<file path="config.mk">
export PLATFORM = sky130hd
export DESIGN_NAME = ham_encoder_tx
export DESIGN_NICKNAME = d
export VERILOG_FILES = /design/src/rtl/ham_pkg.sv /design/src/rtl/ham_encode.sv /design/src/rtl/ham_encoder_tx.sv
export SDC_FILE = /design/constraint.sdc
export NUM_CORES = 1
export LEC_CHECK = 0
export CAP_MARGIN = 25
export CELL_PAD_IN_SITES_DETAIL_PLACEMENT = 0
export CELL_PAD_IN_SITES_GLOBAL_PLACEMENT = 1
export CORE_MARGIN = 1
export CORE_UTILIZATION = 44
export DETAILED_ROUTE_END_ITERATION = 10
export PLACE_DENSITY = 0.81
export SETUP_SLACK_MARGIN = 0.4
export SLEW_MARGIN = 10
export SYNTH_ARGS = -nofsm -noshare
export SYNTH_HDL_FRONTEND = slang
export SYNTH_HIERARCHICAL = 1
export SYNTH_SLANG_ARGS = --single-unit
</file>
<file path="constraint.sdc">
create_clock -name clk -period 5 [get_ports clk]
set_input_delay 0.75 -clock clk [delete_from_list [all_inputs] [get_ports clk]]
set_output_delay 0.75 -clock clk [all_outputs]
set_load 0.05 [all_outputs]
</file>
<file path="src/rtl/ham_pkg.sv">
// ============================================================================
// Module   : ham_pkg
// Brief    : Shared types and constants for the Hamming(7,4) transmit path.
// Revision : 1.0 - initial release
// ============================================================================
`default_nettype none

package ham_pkg;

  localparam int CODE_BITS = 7;

  typedef bit [3:0]           nibble_t;
  typedef bit [CODE_BITS-1:0] codeword_t;

  typedef enum logic [0:0] {
    IDLE = 1'b0,
    SEND = 1'b1
  } tx_state_t;

endpackage

`default_nettype wire

</file>
<file path="src/rtl/ham_encode.sv">
// ============================================================================
// Module   : ham_encode
// Brief    : Combinational Hamming(7,4) encoder, nibble in, codeword out.
// Revision : 1.0 - initial release
// ============================================================================
`default_nettype none

module ham_encode
  import ham_pkg::*;
(
  input  nibble_t   i_data,
  output codeword_t o_code
);

  // Data sits at positions 3,5,6,7; parity at the power-of-two positions.
  assign o_code = {
    i_data[3],
    i_data[2],
    i_data[1],
    i_data[1] ^ i_data[2] ^ i_data[3],
    i_data[0],
    i_data[0] ^ i_data[2] ^ i_data[3],
    i_data[0] ^ i_data[1] ^ i_data[3]
  };

endmodule

`default_nettype wire

</file>
<file path="src/rtl/ham_encoder_tx.sv">
// ============================================================================
// Module   : ham_encoder_tx
// Brief    : Hamming(7,4) serial transmitter with per-frame error injection.
// Revision : 1.0 - initial release
// ============================================================================
`default_nettype none

module ham_encoder_tx
  import ham_pkg::*;
#(
  parameter int BIT_CYCLES = 1
) (
  input  logic       clk,
  input  logic       reset,
  input  logic [3:0] data_in,
  input  logic       data_valid,
  output logic       data_ready,
  input  logic [2:0] err_pos,
  output logic       sout,
  output logic       sout_valid,
  output logic       frame_start,
  output logic [6:0] codeword,
  output logic       busy
);

  localparam logic [7:0] c_last_cyc = 8'(BIT_CYCLES - 1);
  localparam logic [2:0] c_last_bit = 3'(CODE_BITS - 1);

  tx_state_t r_state;
  tx_state_t w_state_nxt;
  codeword_t r_codeword;
  logic [2:0] r_bit_idx;
  logic [7:0] r_cyc_cnt;

  codeword_t w_code;
  codeword_t w_inj;
  logic      w_last_slot;
  logic      w_ready;
  logic      w_xfer;

  ham_encode u_encode (
    .i_data (nibble_t'(data_in)),
    .o_code (w_code)
  );

  always_comb begin
    w_inj       = '0;
    w_last_slot = (r_state == SEND) && (r_bit_idx == c_last_bit) &&
                  (r_cyc_cnt == c_last_cyc);
    w_ready     = (r_state == IDLE) || w_last_slot;
    w_xfer      = data_valid && w_ready;
    w_state_nxt = r_state;
    if (err_pos != 3'd0) begin
      w_inj[err_pos - 3'd1] = 1'b1;
    end
    case (r_state)
      IDLE:    if (w_xfer) w_state_nxt = SEND;
      // A transfer in the final slot keeps us in SEND for a gapless next frame.
      SEND:    if (w_last_slot && !w_xfer) w_state_nxt = IDLE;
      default: w_state_nxt = IDLE;
    endcase
  end

  always_ff @(posedge clk) begin
    if (reset) begin
      r_state    <= IDLE;
      r_codeword <= '0;
      r_bit_idx  <= '0;
      r_cyc_cnt  <= '0;
    end else begin
      r_state <= w_state_nxt;
      if (w_xfer) begin
        r_codeword <= w_code ^ w_inj;
        r_bit_idx  <= '0;
        r_cyc_cnt  <= '0;
      end else if (r_state == SEND) begin
        if (r_cyc_cnt == c_last_cyc) begin
          r_cyc_cnt <= '0;
          r_bit_idx <= w_last_slot ? 3'd0 : r_bit_idx + 3'd1;
        end else begin
          r_cyc_cnt <= r_cyc_cnt + 8'd1;
        end
      end
    end
  end

  assign data_ready  = w_ready;
  assign busy        = (r_state == SEND);
  assign sout_valid  = (r_state == SEND);
  assign sout        = (r_state == SEND) ? r_codeword[r_bit_idx] : 1'b0;
  assign frame_start = (r_state == SEND) && (r_bit_idx == 3'd0) && (r_cyc_cnt == 8'd0);
  assign codeword    = r_codeword;

endmodule

`default_nettype wire

</file>
==> results.md <==
- Status: complete, no violations
- Post_cts resized: 0
- Synth Area per Inst: 9.075 sq um
- Hold Crit Start: r_cyc_cnt[1]
- Drt total wl: 3177 microns
- ANT cells: 0
- Post-CTS Setup Inserts: 0
- Worst-path clk slew: 0.12 ns
- Cell row count: 20
- WHS Endpoint: r_cyc_cnt[1]
- Seq/Total Area, Yosys: 25.87%
- Hold Path Cell Cnt: 2
- Fin. max-slew vios: 0
- CP peak stage delay: 0.84 ns
- Sequential cell area: 380.4 sq um
- Adder-cell area share of the yosys netlist: 5.957%
- Worst-Skew Late Latency: 0.31 ns
- Largest cells by area after synthesis: dfxtp_1 (26%), a311oi_1 (8.3%), ha_1 (6.0%)
- Commonest cells after routing, fill and taps aside: clkdlybuf4s50_1 (21), dfxtp_1 (19), a311oi_1 (14)
- Slew margin rel.: 28.10%
- Port-buffer cells: 21
- Data arrival time of the critical path: 2.62 ns
- Ratio of cells with drive above 1 in the final layout: 6.548%
- Max Cap Viol: 0
- Buffers and inverters on the worst path: 1
- Min-delay worst type: reg2reg
- Critical path's top delay family: buffers and inverters
- Seq cells post-synth: 19
- Simple-gate share of the synthesized area: 22.55%
- RSZ-0062 raised after global routing: false
- Dominant synthesized flop cell: dfxtp_1
- Worst r2r src: r_cyc_cnt[0]
- Crit path required time: 4.25 ns
- Vias: 1265
- Final hold violations: 0
- DR pass1 iterations: 4
- I/O pins: 22
- Ys Warns: 6
- Clk_skew: 0.01659 ns
- Fmax: 296.5 MHz
- Worst-Margin Slew: 1.076 ns
- Post-synthesis mux area share: 2.213%
- Hold Buf Count CTS: 0
- Post-layout minimum cycle time: 3.373 ns
- CP max FO: 16
- Master of the slowest instance on the critical path: clkdlybuf4s50_1
- Die Wd: 59.81 microns
- Overflow after GRT: 0
- R2r worst-path depth: 5
- Initial DRC Count: 67
- Clock tree sinks: 19
- CTS tree: yes
- Final ANT Viol Nets: 0
- Die span in y: 59.81 microns
- Setup CP Type: reg2out
- Critical Path Start Type: register
- Area delta synth->final: 12.51%
- Tot GR Track Use: 18.75%
- XOR/XNOR Fraction of Synth Area: 8.426%
- Die ar.: 3577 sq um
- RD Place Congestion: 0.7564
- Starting Density: 47.38%
- DRC errors left: 0
- Overall power: 0.3618 mW
- FFs w/ async S/R, synth: 0%
- H-tree levels: 1
- Synth top area share: 25.87%
- Max Root-Sink Buffers: 2
- Synth cell types: 46
- Mapped Nets: 179
- Hpwl dp: 2351 microns
- Number of fill cells: 319
- Synth area leader: dfxtp_1
- CTS root buffer: clkbuf_4
- Area taken by multi-input logic gates: 935.9 sq um
- Most common cell after layout, fill and taps aside: clkdlybuf4s50_1
- Crit end category: primary output
- Largest family of logic cells by synthesized area: compound AO/OA/AOI/OAI gates
- Final setup TNS: 0 ns
- Vias in the first global route: 1061
- Reg2Reg Capture Point: codeword[1]
- Cells after Synth: 162
- Leak Pwr: 0.5699 nW
- Setup-failing EPs final: 0
- Complex-gate fraction of the synthesized area: 24.51%
- Final nets: 186
- EDFF count, synth: 0
- Routed len/inst: 14.99 microns
- Core area: 3103 sq um
- Period utilization: 67.45%
- Via density: 5.967
- Crit path cell chain: or4b_1, nor4_1, clkdlybuf4s50_1
- Peak supply drop: 0.1428 mV
- First-pass GRT wire length: 5112 microns
- Total CTS buffers: 3
- Synthesized area: 1470 sq um
- Flop2flop setup slack: 2.87 ns
- Pwr dens: 218.7 nW/um^2
- Initial antenna violation count: 0
- Pin count of the biggest net entering global routing: 17
worst min-delay path, delay by kind of cell (launching register included):
kind / cells / cell delay, ns
AND/OR/NAND/NOR: 1 / 0.08
flip-flops: 1 / 0.35
AO/OA/AOI/OAI: 1 / 0.06
how the worst max path moves through the flow:
stage,slack [ns],depth (start not counted),from,endpoint
after floorplan,1.58,2,busy,frame_start
after global placement,1.91,6,err_pos[0],codeword[2]
after detailed placement,1.83,6,err_pos[0],codeword[6]
after CTS,1.64,3,busy,frame_start
after global routing,1.46,3,busy,frame_start
final,1.63,3,busy,frame_start
cell families after synthesis:
family / after synthesis
DFF: 19
and+or+nand+nor: 48
buffers and inverters: 31
muxes: 2
xor gates and xnor gates: 9
AOI/OAI and AO/OA: 46
adders and majority gates: 7
cell usage after synthesis, types with 4 or more instances:
master	instances
ha_1	7
buf_2	6
inv_1	12
xor2_1	4
a21oi_1	4
a211oi_1	4
o211ai_1	6
clkbuf_1	5
buf_4	6
nor2_1	6
or3_1	4
a311oi_1	14
dfxtp_1	19
nand4_1	6
o21ai_0	7
state kept, by name, indices dropped and copies added (netlist names):
register / flops
busy: 1
r_bit_idx: 3
r_cyc_cnt: 8
codeword: 7
per-stage QoR:
stage	setup slack (ns)	utilization, %	hold WS, ns	cell area (sq um)	cells
3_3_place_gp	1.907	52.42	0.5057	1627	208
3_5_place_dp	1.832	52.42	0.5167	1627	208
5_1_grt	1.459	53.31	0.5630	1654	212
2_1_floorplan	1.578	-	0.4800	1470	162
4_1_cts	1.643	53.31	0.5415	1654	212
6_report	1.627	53.31	0.5380	1654	212
per-layer routing:
layer	vias to the layer above	GRT usage (%)	share of wire (%)
met5	-	0	0
met4	0	3.987	0.38
met2	28	28.10	43
li1	637	-	-
met3	2	4.113	3.7
met1	598	27.34	53
cell type report:
| class | count | share of cell area (%) |
|---|---|---|
| clock inverters | 1 | 0.3026 |
| well taps | 44 | 3.328 |
| inverters | 12 | 2.723 |
| clock buffers | 3 | 1.362 |
| repair buffers | 21 | 12.71 |
| flip-flops and latches | 19 | 23.00 |
| multi-input cells | 112 | 56.58 |
power breakdown:
part           total [mW]  internal, mW  leakage, nW  switching (mW)
registers           0.166         0.158        0.155         0.00846
clock network      0.0791        0.0298       0.0177          0.0493
logic               0.116        0.0479        0.397          0.0682
total               0.362         0.236        0.570           0.126
Power figures use the tool's default switching activity.
